[config.mk]
export PLATFORM = sky130hd
export DESIGN_NAME = sdram_client_responder_flat
export DESIGN_NICKNAME = d
export VERILOG_FILES = /design/src/rtl/sdram_client_responder_pkg.sv /design/src/rtl/sdram_client_responder_if.sv /design/src/rtl/sdram_client_responder_rr_arbiter2.sv /design/src/rtl/sdram_client_responder.sv /design/src/flat_wrapper.sv
export SDC_FILE = /design/constraint.sdc
export NUM_CORES = 1
export LEC_CHECK = 0
export ABC_AREA = 1
export BUFFER_PORTS_ARGS = -buffer_cell sky130_fd_sc_hd__buf_2
export CORE_ASPECT_RATIO = 1.4
export CORE_UTILIZATION = 46
export CTS_CLUSTER_DIAMETER = 150
export CTS_CLUSTER_SIZE = 20
export DETAILED_ROUTE_END_ITERATION = 16
export PLACE_DENSITY = 0.86
export SLEW_MARGIN = 10
export SYNTH_ARGS = -nofsm -noshare
export SYNTH_HDL_FRONTEND = slang
export SYNTH_HIERARCHICAL = 1
export SYNTH_SLANG_ARGS = --single-unit
[constraint.sdc]
create_clock -name i_clk -period 2.5 [get_ports i_clk]
set_input_delay 0.25 -clock i_clk [delete_from_list [all_inputs] [get_ports i_clk]]
set_output_delay 0.25 -clock i_clk [all_outputs]
set_load 0.01 [all_outputs]
[src/rtl/sdram_client_responder_pkg.sv]
// Shared widths, FSM state encoding and client index type for the
// two-client SDRAM request responder.
package sdram_pkg;
  localparam int ADDR_W    = 23;
  localparam int DATA_W    = 16;
  localparam int N_CLIENTS = 2;

  typedef enum logic [2:0] {
    IDLE,
    WR_ISSUE,
    RD_ISSUE,
    RD_WAIT,
    DONE_WR,
    DONE_RD
  } state_t;

  typedef logic client_t;
endpackage

[src/rtl/sdram_client_responder_if.sv]
// Client request/finished bundle plus the Avalon-MM master bus.
// slave = responder view, master = client/SDRAM-side view.
interface sdram_client_responder_if;
  import sdram_pkg::*;

  logic [N_CLIENTS-1:0]             c_read;
  logic [N_CLIENTS-1:0]             c_write;
  logic [N_CLIENTS-1:0][ADDR_W-1:0] c_addr;
  logic [N_CLIENTS-1:0][DATA_W-1:0] c_writedata;
  logic [N_CLIENTS-1:0][DATA_W-1:0] c_readdata;
  logic [N_CLIENTS-1:0]             c_read_finished;
  logic [N_CLIENTS-1:0]             c_write_finished;

  logic [ADDR_W-1:0] avm_address;
  logic              avm_read;
  logic              avm_write;
  logic [DATA_W-1:0] avm_writedata;
  logic [DATA_W-1:0] avm_readdata;
  logic              avm_waitrequest;
  logic              avm_readdatavalid;

  modport slave (
    input  c_read, c_write, c_addr, c_writedata,
    output c_readdata, c_read_finished, c_write_finished,
    output avm_address, avm_read, avm_write, avm_writedata,
    input  avm_readdata, avm_waitrequest, avm_readdatavalid
  );

  modport master (
    output c_read, c_write, c_addr, c_writedata,
    input  c_readdata, c_read_finished, c_write_finished,
    input  avm_address, avm_read, avm_write, avm_writedata,
    output avm_readdata, avm_waitrequest, avm_readdatavalid
  );
endinterface

[src/rtl/sdram_client_responder_rr_arbiter2.sv]
// Two-way round-robin arbiter: combinational grant, last-grant register
// updated only when the grant is taken.
module rr_arbiter2
  import sdram_pkg::*;
(
  input  logic       i_clk,
  input  logic       i_rst,
  input  logic [1:0] i_req,
  input  logic       i_en,
  output client_t    o_grant,
  output logic       o_valid
);
  client_t r_last_grant;

  always_comb begin
    o_valid = |i_req;
    if (&i_req)
      o_grant = ~r_last_grant;
    else if (i_req[0])
      o_grant = 1'b0;
    else
      o_grant = 1'b1;
  end

  // Reset to client 1 so client 0 wins the first contested grant.
  always_ff @(posedge i_clk or posedge i_rst) begin
    if (i_rst)
      r_last_grant <= 1'b1;
    else if (i_en && o_valid)
      r_last_grant <= o_grant;
  end
endmodule

[src/rtl/sdram_client_responder.sv]
// Responder for the level read/write client protocol: arbitrates two clients
// and runs one Avalon-MM transaction at a time, all outputs registered.
module sdram_client_responder
  import sdram_pkg::*;
(
  input  logic                     i_clk,
  input  logic                     i_rst,
  sdram_client_responder_if.slave  io_bus
);
  state_t            r_state;
  state_t            w_state_next;
  client_t           r_grant;
  client_t           w_grant;
  logic              w_req_valid;
  logic              w_arb_en;
  logic              w_capture;
  logic [1:0]        w_req;
  logic [ADDR_W-1:0] r_addr;
  logic [DATA_W-1:0] r_wdata;
  logic              r_avm_read;
  logic              r_avm_write;

  assign w_req    = io_bus.c_read | io_bus.c_write;
  assign w_arb_en = (r_state == IDLE);

  rr_arbiter2 u_arb (
    .i_clk   (i_clk),
    .i_rst   (i_rst),
    .i_req   (w_req),
    .i_en    (w_arb_en),
    .o_grant (w_grant),
    .o_valid (w_req_valid)
  );

  always_ff @(posedge i_clk or posedge i_rst) begin
    if (i_rst)
      r_state <= IDLE;
    else
      r_state <= w_state_next;
  end

  always_comb begin
    w_state_next = r_state;
    w_capture    = 1'b0;
    case (r_state)
      IDLE: begin
        // Write wins when a client holds both; its read is re-seen later.
        if (w_req_valid)
          w_state_next = io_bus.c_write[w_grant] ? WR_ISSUE : RD_ISSUE;
      end
      WR_ISSUE: begin
        if (!io_bus.avm_waitrequest)
          w_state_next = DONE_WR;
      end
      RD_ISSUE: begin
        if (!io_bus.avm_waitrequest) begin
          if (io_bus.avm_readdatavalid) begin
            w_capture    = 1'b1;
            w_state_next = DONE_RD;
          end else begin
            w_state_next = RD_WAIT;
          end
        end
      end
      RD_WAIT: begin
        if (io_bus.avm_readdatavalid) begin
          w_capture    = 1'b1;
          w_state_next = DONE_RD;
        end
      end
      DONE_WR, DONE_RD: w_state_next = IDLE;
      default:          w_state_next = IDLE;
    endcase
  end

  always_ff @(posedge i_clk or posedge i_rst) begin
    if (i_rst) begin
      r_grant     <= 1'b0;
      r_addr      <= '0;
      r_wdata     <= '0;
      r_avm_read  <= 1'b0;
      r_avm_write <= 1'b0;
    end else begin
      r_avm_write <= (w_state_next == WR_ISSUE);
      r_avm_read  <= (w_state_next == RD_ISSUE);
      if (r_state == IDLE && w_req_valid) begin
        r_grant <= w_grant;
        r_addr  <= io_bus.c_addr[w_grant];
        r_wdata <= io_bus.c_writedata[w_grant];
      end
    end
  end

  assign io_bus.avm_address   = r_addr;
  assign io_bus.avm_writedata = r_wdata;
  assign io_bus.avm_read      = r_avm_read;
  assign io_bus.avm_write     = r_avm_write;

  for (genvar gi = 0; gi < N_CLIENTS; gi++) begin : g_client
    logic              r_rd_fin;
    logic              r_wr_fin;
    logic [DATA_W-1:0] r_rdata;
    logic              w_mine;

    assign w_mine = (r_grant == client_t'(gi));

    always_ff @(posedge i_clk or posedge i_rst) begin
      if (i_rst) begin
        r_rd_fin <= 1'b0;
        r_wr_fin <= 1'b0;
        r_rdata  <= '0;
      end else begin
        r_wr_fin <= w_mine && (w_state_next == DONE_WR);
        r_rd_fin <= w_mine && (w_state_next == DONE_RD);
        if (w_capture && w_mine)
          r_rdata <= io_bus.avm_readdata;
      end
    end

    assign io_bus.c_read_finished[gi]  = r_rd_fin;
    assign io_bus.c_write_finished[gi] = r_wr_fin;
    assign io_bus.c_readdata[gi]       = r_rdata;
  end
endmodule
[src/flat_wrapper.sv]
// flat-port wrapper written by rule: the top's interface ports become plain ports
module sdram_client_responder_flat import sdram_pkg::*;
  (i_clk, i_rst, io_bus_c_read, io_bus_c_write, io_bus_c_addr, io_bus_c_writedata, io_bus_c_readdata, io_bus_c_read_finished, io_bus_c_write_finished, io_bus_avm_address, io_bus_avm_read, io_bus_avm_write, io_bus_avm_writedata, io_bus_avm_readdata, io_bus_avm_waitrequest, io_bus_avm_readdatavalid);
  sdram_client_responder_if io_bus_i ();
  input  logic i_clk;
  input  logic i_rst;
  input wire logic [$bits(io_bus_i.c_read)-1:0] io_bus_c_read;
  input wire logic [$bits(io_bus_i.c_write)-1:0] io_bus_c_write;
  input wire logic [$bits(io_bus_i.c_addr)-1:0] io_bus_c_addr;
  input wire logic [$bits(io_bus_i.c_writedata)-1:0] io_bus_c_writedata;
  output wire logic [$bits(io_bus_i.c_readdata)-1:0] io_bus_c_readdata;
  output wire logic [$bits(io_bus_i.c_read_finished)-1:0] io_bus_c_read_finished;
  output wire logic [$bits(io_bus_i.c_write_finished)-1:0] io_bus_c_write_finished;
  output wire logic [$bits(io_bus_i.avm_address)-1:0] io_bus_avm_address;
  output wire logic [$bits(io_bus_i.avm_read)-1:0] io_bus_avm_read;
  output wire logic [$bits(io_bus_i.avm_write)-1:0] io_bus_avm_write;
  output wire logic [$bits(io_bus_i.avm_writedata)-1:0] io_bus_avm_writedata;
  input wire logic [$bits(io_bus_i.avm_readdata)-1:0] io_bus_avm_readdata;
  input wire logic [$bits(io_bus_i.avm_waitrequest)-1:0] io_bus_avm_waitrequest;
  input wire logic [$bits(io_bus_i.avm_readdatavalid)-1:0] io_bus_avm_readdatavalid;
  assign io_bus_i.c_read = io_bus_c_read;
  assign io_bus_i.c_write = io_bus_c_write;
  assign io_bus_i.c_addr = io_bus_c_addr;
  assign io_bus_i.c_writedata = io_bus_c_writedata;
  assign io_bus_c_readdata = io_bus_i.c_readdata;
  assign io_bus_c_read_finished = io_bus_i.c_read_finished;
  assign io_bus_c_write_finished = io_bus_i.c_write_finished;
  assign io_bus_avm_address = io_bus_i.avm_address;
  assign io_bus_avm_read = io_bus_i.avm_read;
  assign io_bus_avm_write = io_bus_i.avm_write;
  assign io_bus_avm_writedata = io_bus_i.avm_writedata;
  assign io_bus_i.avm_readdata = io_bus_avm_readdata;
  assign io_bus_i.avm_waitrequest = io_bus_avm_waitrequest;
  assign io_bus_i.avm_readdatavalid = io_bus_avm_readdatavalid;
  sdram_client_responder u_core (.i_clk(i_clk), .i_rst(i_rst), .io_bus(io_bus_i));
endmodule
[Word level (Yosys, flattened, before mapping)]
Cells that the tools add are included.
Operators by class
  equal/unequal tests: 7
  multiplexer cells: 18
  divide/modulo/power cells: 0
  add/sub/neg operators: 0
  reductions and logical operators: 10
  multipliers: 0
  bitwise operators: 3
  magnitude comparators: 1
  shift operators: 0
Operator list (number)
  $mux 23: 2
  $mux 16: 2
  $mux 3: 5
  $pmux 3 s4: 1
  $eq 3x2->1 const B: 3
  $logic_and 1x1->1: 7
  $eq 3x1->1 const B: 2
  $eq 3x3->1 const B: 2
  $mux 1: 6
  $logic_not 3->1: 1
  $lt 1x2->1 const B: 1
  $mux 2: 1
  $not 1->1: 2
  $or 2x2->2: 1
  $pmux 1 s2: 1
  $reduce_and 2->1: 1
  $reduce_or 2->1: 1
Word-level totals
  bits in writable memories: 0
  memories kept: 0
  word-level logic and storage cells: 52
  bits in read-only memories: 0
  register bits: 82
  output and inout port bits: 77
  bits in latches: 0

[Depth between registers and ports, before layout]
Gate-level depths: netlist (run 1).
  word-level depth: 10
  gate-level depth with buffers: 10

[By module]
The synthesis (run 1) kept the hierarchy.
By module, submodules not included
  sdram_client_responder: instances 1, cells an instance 386, area each 3559.7 sq um
  rr_arbiter2: instances 1, cells an instance 10, area each 63.8 sq um

[Worst setup path before layout (run 1)]
OpenSTA, ideal clock, no wires.
  path type: in2reg
  from: input port io_bus_c_write[0]
  to: register u_core.r_addr[0] (netlist: u_core/io_bus.avm_address[0])
  data arrival time: 1346 ps
  required time: 2376 ps
  path buffers: 2
  setup time: 124 ps
  path slack: 1030 ps
  stages: 8
  cell sequence: or2_2 -> nand2_1 -> buf_2 -> inv_1 -> clkbuf_1 -> or2_2 -> o211ai_1 -> nand2_1
On the way
  cells in the longest elaborated chain, start to end: 5
Ends and longest elaborated chain
  start, declared: line flat_wrapper.sv:8  | input wire logic [$bits(io_bus_i.c_write)-1:0] io_bus_c_write;
  $or 2x2->2 (*): line sdram_client_responder.sv:23  | assign w_req = io_bus.c_read | io_bus.c_write;
  $mux 1 / $reduce_and 2->1 (equally long branches): line sdram_client_responder_rr_arbiter2.sv:19, sdram_client_responder_rr_arbiter2.sv:17
  $mux 1 (*): line sdram_client_responder_rr_arbiter2.sv:17  | if (&i_req)
  via u_core.w_grant: line sdram_client_responder.sv:13  | client_t w_grant;
  $mux 23 (implied by the code) (*) (2 in a row): line sdram_client_responder.sv:88  | r_addr <= io_bus.c_addr[w_grant];
  end signal, assigned: line sdram_client_responder.sv:88
  end, declared: line sdram_client_responder.sv:18  | logic [ADDR_W-1:0] r_addr;
The timed path passes the listed nets; every way through them passes the cells marked *. The select of a mux whose other input is x is not followed.
A chain may end at the register's enable or synchronous reset.

[Worst setup path in the final report (run 1)]
  from: register u_core.r_state[1]
  to: register u_core.r_addr[9] (netlist: u_core/io_bus.avm_address[9])
On the way
  cells in the longest elaborated chain, start to end: 2
Ends and longest elaborated chain
  start, declared: line sdram_client_responder.sv:10  | state_t r_state;
  start signal, assigned: line sdram_client_responder.sv:39  | r_state <= w_state_next;
  $logic_not 3->1: line sdram_client_responder.sv:86  | if (r_state == IDLE && w_req_valid) begin
  $logic_and 1x1->1: line sdram_client_responder.sv:86
No other way between the ends.

==> insert_results.sql, run 1 <==
INSERT INTO impl_metrics (metric_group, metric, value, unit) VALUES
('layout', 'antenna_cells_inserted', '0', ''),
('clock_tree', 'clkSinkCount', '82', ''),
('clock_tree', 'ctsRootBufferMaster', 'clkbuf_8', ''),
('drt', 'drt-pass1-iter-count', '4', ''),
('timing', 'grt_setup_unrepaired', 'no', ''),
('clock_tree', 'clock_path_buffers', '2', ''),
('critical_path', 'crit_path_max_fanout', '39', ''),
('critical_path', 'critical_path.startpoint_type', 'flop', ''),
('layout', 'final_nets', '665', ''),
('layout', 'area_growth_syn_to_layout', '30.5', '%'),
('placement', 'place.detailed.hpwl', '6.57', 'mm'),
('critical_path', 'worst_ep_required_time', '2720', 'ps'),
('timing', 'min_period_over_period', '81.0', '%'),
('synth', 'muxShareOfSynthArea', '0', '%'),
('status', 'outcome', 'complete, no violations', ''),
('timing', 'relSlewSlack', '38.0', '%'),
('drt', 'total_detailed_routing_wirelength', '9.21', 'mm'),
('floorplanning', 'core.rowCount', '37', ''),
('synth', 'synth_ff_type', 'dfrtp_1', ''),
('power_and_ir_drop', 'sw_frac_of_total', '41.4', '%'),
('timing', 'slew_at_the_pin_closest_to_its_max_slew_limit', '929', 'ps'),
('drt', 'wire_per_inst', '13.8', 'um'),
('synth', 'synth_simple_gate_area_share', '22.3', '%'),
('global_routing', 'first_pass_grt_wire_length', '14.3', 'mm'),
('critical_path', 'critPathArrivalTime', '2240', 'ps'),
('global_routing', 'maximum_number_of_pins_on_one_net_before_global_route_repair', '47', ''),
('synth', 'synthesis.instances', '396', ''),
('floorplanning', 'effective_utilization_at_floorplan', '48.3', '%'),
('global_routing', 'first_global_vias', '3213', ''),
('global_routing', 'antenna_found_initial', '0', ''),
('power_and_ir_drop', 'share_clk_of_total_power', '15.3', '%'),
('critical_path', 'criticalPathCategory', 'reg2reg', ''),
('floorplanning', 'floorplan.die.width', '77.0', 'um'),
('power_and_ir_drop', 'p_switching', '0.00239', 'W'),
('layout', 'n_fill_cell', '643', ''),
('drt', 'via_count', '3322', ''),
('critical_path', 'worst_setup_path_end_kind', 'flop', ''),
('global_routing', 'grt_util_all_layers', '22.1', '%'),
('power_and_ir_drop', 'comb_power_share', '44.6', '%'),
('timing', 'timing.final.setup_violations', '0', ''),
('timing', 'report.final.slew_viol_count', '0', ''),
('placement', 'gpl.final_weighted_congestion', '0.802', ''),
('synth', 'number_of_synthesized_register_bits', '82', ''),
('drt', 'drt-vias-per-instance', '5.00', ''),
('synth', 'synth_area', '3620', 'sq um'),
('synth', 'synth_xor_xnor_area_share', '0', '%'),
('placement', 'buffer_ports.inserted', '178', ''),
('job', 'max_capacitance_violation_count', '0', ''),
('synth', 'asr_flop_ratio_synth', '100', '%'),
('clock_tree', 'cts_buffers', '9', ''),
('synth', 'synth.yosys.warnings', '6', ''),
('floorplanning', 'floorplan.core_area', '7500', 'sq um'),
('clock_tree', 'cts.repair_timing.setup_buffer_count', '0', ''),
('drt', 'drtIter0Drc', '147', ''),
('clock_tree', 'cts_tree', 'built', ''),
('global_routing', 'global_route.overflow_total', '0', ''),
('clock_tree', 'worstSkewPairLatency', '340', 'ps'),
('timing', 'timing.setup.tns', '0', 'ps'),
('timing', 'maxClockFrequency', '0.494', 'GHz'),
('synth', 'synthAdderAreaFrac', '0', '%'),
('synth', 'synth.distinct_cells', '23', ''),
('timing', 'post_route_worst_hold_slack', '139', 'ps'),
('synth', 'synth_area_in_compound_gates', '13.7', '%'),
('worst_hold_path', 'min-delay-path-class', 'in2reg', ''),
('power_and_ir_drop', 'ir_drop', '0.532', 'mV'),
('timing', 'fin_worst_skew', '12.8', 'ps'),
('synth', 'synth_top_family_by_area', 'simple AND/OR/NAND/NOR gates', ''),
('drt', 'postRouteAntennaNets', '0', ''),
('floorplanning', 'die-height', '107', 'um'),
('clock_tree', 'cts.repair.resized', '0', ''),
('power_and_ir_drop', 'internal_power', '0.00337', 'W');
## cell usage after synthesis (2+ instances only)
master | instances | share of area [%]
dfrtp_1 | 81 | 56
clkbuf_1 | 9 | 0.93
inv_1 | 29 | 3.0
buf_4 | 4 | 0.83
o21ai_0 | 27 | 3.7
inv_2 | 3 | 0.31
nand3_2 | 2 | 0.55
buf_2 | 12 | 1.7
nor2_1 | 4 | 0.41
nand3_1 | 4 | 0.55
buf_6 | 2 | 0.62
or2_2 | 41 | 7.1
nand2_1 | 122 | 13
a21oi_1 | 2 | 0.28
o211ai_1 | 39 | 8.1
o21ai_1 | 8 | 1.1
## power by group through the flow
stage | Sequential, W | Combinational [W] | Clock [W]
CTS | 0.00231 | 0.00255 | 0.000905
finish | 0.00231 | 0.00257 | 0.000882
global route | 0.00238 | 0.00287 | 0.000958
global placement | 0.00232 | 0.00242 | 0
floorplan | 0.00259 | 0.00136 | 0
detailed placement | 0.00232 | 0.00256 | 0
## critical path, stage by stage, from the launching register on
cell and delay (ps):
dfrtp_1 420, nor2_2 140, nand2_2 140, nor2_4 510, inv_2 420, nand2_1 150, nand2_1 80
## logic make-up (layout without fill, tap and decap cells)
kind of cell,Yosys count,after routing
flops,82,82
buf+inv,59,230
simple gates,178,179
compound gates,77,77
## routing by layer
metal  vias up  track usage, %  share of wire (%)
met1      1550            24.9                 41
met2       162            40.8                 51
li1       1597               -                  -
met5         -               0                  0
met3        13            4.00                6.6
met4         0            9.16                1.6
## final cells by class
class                   count  area (sq um)  area share, %
well taps                  97           121           2.57
repair buffers            182           936           19.8
inverters                  32           121           2.57
flip-flops and latches     82          2050           43.4
clock buffers              10           138           2.91
clock inverters             6          48.8           1.03
multi-input cells         256          1310           27.7
## registers in the layout (all words and copies together), names as in the netlist
signal / count
u_core/g_client.r_wr_fin: 2
u_core/g_client.w_mine: 1
u_core/g_client.r_rdata: 32
u_core/io_bus.avm_read: 1
u_core/io_bus.avm_write: 1
u_core/io_bus.avm_writedata: 16
u_core/g_client.r_rd_fin: 2
u_core/io_bus.avm_address: 23
u_core/r_state: 3
u_core/u_arb/r_last_grant: 1
## per-stage QoR
| step | cell area [sq um] | instances | utilization, % | setup WS, ps |
|---|---|---|---|---|
| detailed placement | 4530 | 647 | 60.3 | 174 |
| global placement | 4530 | 647 | 60.3 | 300 |
| global route | 4730 | 665 | 63.0 | 343 |
| floorplan | 3620 | 396 | - | 170 |
| CTS | 4720 | 664 | 63.0 | 188 |
| finish | 4730 | 665 | 63.0 | 476 |
## worst paths after layout
kind | startpoint | to | slack [ps] | depth (start not counted)
worst max-delay path | u_core/r_state[1]$_DFF_PP0_ | u_core/io_bus.avm_address[9]$_DFFE_PP0P_ | 480 | 6
worst min-delay path | io_bus_c_addr[21] | u_core/io_bus.avm_address[21]$_DFFE_PP0P_ | 140 | 3
worst max register to register | u_core/r_state[1]$_DFF_PP0_ | u_core/io_bus.avm_address[9]$_DFFE_PP0P_ | 480 | 6
worst min register to register | u_core/g_client[1].w_mine$_DFFE_PP0P_ | u_core/g_client[0].r_wr_fin$_DFF_PP0_ | 470 | 1
max in group asynchronous | i_rst | u_core/g_client[1].r_rdata[3]$_DFFE_PP0P_ | 1320 | 4
min in group asynchronous | i_rst | u_core/u_arb/r_last_grant$_DFFE_PP1P_ | 480 | 3
## what timing repair did
item / CTS / global route
setup endpoints to repair: 0 / 8
hold endpoints to repair: 36 / 0
hold buffers: 1 / 0
## placed cells by master (no fill, tap or decap), drive strengths merged
cell type    instances
clkbuf              10
o211ai              39
or2                 42
nand3                6
clkinvlp             3
a21oi                2
dfrtp               81
inv                 33
nand3b               1
o21ai               35
nand2              123
dlygate4sd3          1
a21boi               1
nor2                 7
buf                181
dfstp                1
clkinv               2
Power figures use the tool's default switching activity.
==> inputs of run 2 (changes only) <==
==> constraint.sdc (replaced) <==
create_clock -name i_clk -period 1.92 [get_ports i_clk]
set_input_delay 0.192 -clock i_clk [delete_from_list [all_inputs] [get_ports i_clk]]
set_output_delay 0.192 -clock i_clk [all_outputs]
set_load 0.01 [all_outputs]
==> run 2 against run 1 <==
Routed wire length decreased by 3.3%. Utilization up 0.93 points. Clock power up 53%. First-iteration DRC count rose by 6.1%. Design area increased by 1.5%. Largest power group unchanged. Maximum frequency up 22%. Critical path depth shrank 1. Power increased by 34%. Flip-flop and latch count stayed put.
==> insert_results.sql, run 2 (synthesis gave the netlist of run 1 again) <==
INSERT INTO impl_metrics (metric_group, metric, value, unit) VALUES
('timing', 'timing.final.setup_violations', '0', ''),
('layout', 'max_flop_register', 'u_core/g_client.r_rdata', ''),
('timing', 'maxClockFrequency', '0.605', 'GHz'),
('critical_path', 'master_of_the_slowest_instance_on_the_critical_path', 'nand3_2', ''),
('global_routing', 'grt_util_all_layers', '22.5', '%'),
('worst_hold_path', 'min-delay-path-class', 'in2reg', ''),
('clock_tree', 'cts_buffers', '9', ''),
('critical_path', 'critPathArrivalTime', '1900', 'ps'),
('floorplanning', 'core.rowCount', '37', ''),
('critical_path', 'max_stage_delay', '470', 'ps'),
('layout', 'postLayoutCellArea', '4800', 'sq um'),
('layout', 'antenna_cells_inserted', '0', ''),
('critical_path', 'reg2reg_to', 'u_core/g_client[0].r_rdata[14]$_DFFE_PP0P_', ''),
('timing', 'min_period_over_period', '86.2', '%'),
('global_routing', 'global_route.overflow_total', '0', ''),
('floorplanning', 'effective_utilization_at_floorplan', '48.3', '%'),
('timing', 'timing.setup.tns', '0', 'ps'),
('status', 'outcome', 'complete, no violations', ''),
('job', 'max_capacitance_violation_count', '0', ''),
('power_and_ir_drop', 'power.density_cell_area', '1610', 'nW/um^2'),
('clock_tree', 'clkSinkCount', '82', ''),
('floorplanning', 'ios', '179', ''),
('critical_path', 'crit_end', 'u_core/g_client[0].r_rdata[14]$_DFFE_PP0P_', ''),
('placement', 'place.detailed.hpwl', '6.73', 'mm'),
('placement', 'buffer_ports.inserted', '178', ''),
('layout', 'mostFrequentLayoutCells', '178 x buf_2, 122 x nand2_1, 81 x dfrtp_1', ''),
('layout', 'layout.cells.most_common', 'buf_2', ''),
('timing', 'report.final.slew_viol_count', '0', ''),
('placement', 'place_worst_setup_slack', '168', 'ps'),
('power_and_ir_drop', 'total_power', '0.00773', 'W'),
('drt', 'total_detailed_routing_wirelength', '8.91', 'mm'),
('drt', 'remaining_drc_errors', '0', ''),
('floorplanning', 'die-height', '107', 'um'),
('timing', 'setup_slack', '266', 'ps'),
('critical_path', 'critPathLaunch', 'u_core/r_state[2]$_DFF_PP0_', ''),
('timing', 'slew_at_the_pin_closest_to_its_max_slew_limit', '607', 'ps'),
('floorplanning', 'die-area', '8240', 'sq um'),
('critical_path', 'rr_startpoint', 'u_core/r_state[2]$_DFF_PP0_', ''),
('clock_tree', 'clock_path_buffers', '2', ''),
('layout', 'flip_flop_count_of_the_largest_register_after_layout', '32', ''),
('timing', 'fin_worst_skew', '7.95', 'ps'),
('placement', 'gpl.final_weighted_congestion', '0.799', ''),
('clock_tree', 'clk_pin_slew_worst_paths', '80', 'ps'),
('critical_path', 'timing.critical_path.buf_inv', '2', ''),
('clock_tree', 'cts_htree_levels', '3', ''),
('clock_tree', 'worstSkewPairLatency', '340', 'ps'),
('floorplanning', 'floorplan.core_area', '7500', 'sq um'),
('critical_path', 'worst_ep_required_time', '2160', 'ps'),
('worst_hold_path', 'min_delay_path_depth', '3', ''),
('layout', 'drive_gt1_share', '44.1', '%'),
('timing', 'report.final.hold_viol_count', '0', ''),
('global_routing', 'first_pass_grt_wire_length', '14.3', 'mm'),
('critical_path', 'criticalPathCategory', 'reg2reg', ''),
('layout', 'area_growth_syn_to_layout', '32.4', '%'),
('critical_path', 'reg2reg_setup_slack', '270', 'ps'),
('clock_tree', 'cts_tree', 'built', ''),
('layout', 'final_nets', '668', ''),
('power_and_ir_drop', 'leakage', '2.71', 'nW'),
('critical_path', 'critPathTopFamily', 'simple AND/OR/NAND/NOR gates', ''),
('timing', 'relSlewSlack', '59.4', '%'),
('critical_path', 'crit_path_cell_trace', 'inv_1, nand2_1, inv_2, nand3_2, o21ai_0', ''),
('layout', 'post_route_core_utilization', '64.0', '%'),
('timing', 'grt_setup_unrepaired', 'no', ''),
('global_routing', 'maximum_number_of_pins_on_one_net_before_global_route_repair', '49', ''),
('clock_tree', 'ctsRootBufferMaster', 'clkbuf_8', ''),
('critical_path', 'crit_path_max_fanout', '33', ''),
('power_and_ir_drop', 'ir_drop', '0.731', 'mV'),
('drt', 'drtIter0Drc', '156', ''),
('drt', 'via_count', '3288', ''),
('critical_path', 'ff2ff_path_depth', '5', ''),
('global_routing', 'first_global_vias', '3124', ''),
('drt', 'drt-vias-per-instance', '4.92', ''),
('floorplanning', 'floorplan.die.width', '77.0', 'um'),
('drt', 'wire_per_inst', '13.3', 'um'),
('drt', 'postRouteAntennaNets', '0', ''),
('timing', 'period_minus_slack', '1650', 'ps'),
('critical_path', 'crit_cells', '5', ''),
('drt', 'drt-pass1-iter-count', '4', ''),
('critical_path', 'worst_setup_path_end_kind', 'flop', ''),
('placement', 'dpl_cell_area', '4570', 'sq um'),
('critical_path', 'critical_path.startpoint_type', 'flop', ''),
('global_routing', 'antenna_found_initial', '0', '');
==> run 2: cell types whose count changed in the layout (fill, tap and decap cells not counted) <==
cell        change
buf_12          +1
buf_4           +3
bufinv_16       +2
clkbuf_1        +1
clkbuf_8        -1
clkinvlp_4      -1
inv_6           -1
nor2_2          -1
==> run 2: worst register-to-register path: cells and delay by family (launching register included) <==
kind,cells,cell delay [ps]
buffers and inverters,2,190
and+or+nand+nor,2,560
AOI/OAI and AO/OA,1,410
DFF,1,410
==> run 2: per-layer routing <==
layer / track usage, % / share of wire (%) / vias to the layer above
met1: 25.5 / 40 / 1529
met5: 0 / 0 / -
li1: - / - / 1604
met3: 5.36 / 7.5 / 11
met2: 40.4 / 51 / 144
met4: 9.03 / 1.5 / 0
==> run 2: how the worst min path moves through the flow <==
stage / start / end / slack (ps)
after CTS: io_bus_c_addr[21] / u_core/io_bus.avm_address[21]$_DFFE_PP0P_ / 60
after global placement: i_rst / u_core/u_arb/r_last_grant$_DFFE_PP1P_ / 230
final: io_bus_c_addr[21] / u_core/io_bus.avm_address[21]$_DFFE_PP0P_ / 70
after floorplan: i_rst / u_core/u_arb/r_last_grant$_DFFE_PP1P_ / 80
after global routing: io_bus_c_addr[21] / u_core/io_bus.avm_address[21]$_DFFE_PP0P_ / 70
after detailed placement: i_rst / u_core/u_arb/r_last_grant$_DFFE_PP1P_ / 240
==> run 2: repair_timing <==
action,CTS,global route
setup buffers,0,0
hold buffers,1,0
endpoints found under the hold margin,27,0
resized for setup,0,0
==> run 2: power breakdown <==
| group | total, W | switching [W] | internal [W] |
|---|---|---|---|
| Sequential | 0.00301 | 0.000439 | 0.00257 |
| Combinational | 0.00337 | 0.00200 | 0.00137 |
| Clock | 0.00135 | 0.000609 | 0.000737 |
| Total | 0.00773 | 0.00305 | 0.00468 |
==> run 2: area by class of cell <==
class	count	area, sq um
tap	97	121
timing repair buffer	186	978
inverter	32	124
clock buffer	10	128
clock inverter	6	90.1
multi-input combinational	255	1300
sequential	82	2050
fill	623	2700
==> run 2: per-stage QoR <==
stage / std cells / hold WS (ps)
after global placement: 651 / 226
after CTS: 668 / 56.0
after global routing: 668 / 66.7
final: 668 / 74.6
after detailed placement: 651 / 238
after floorplan: 396 / 81.7
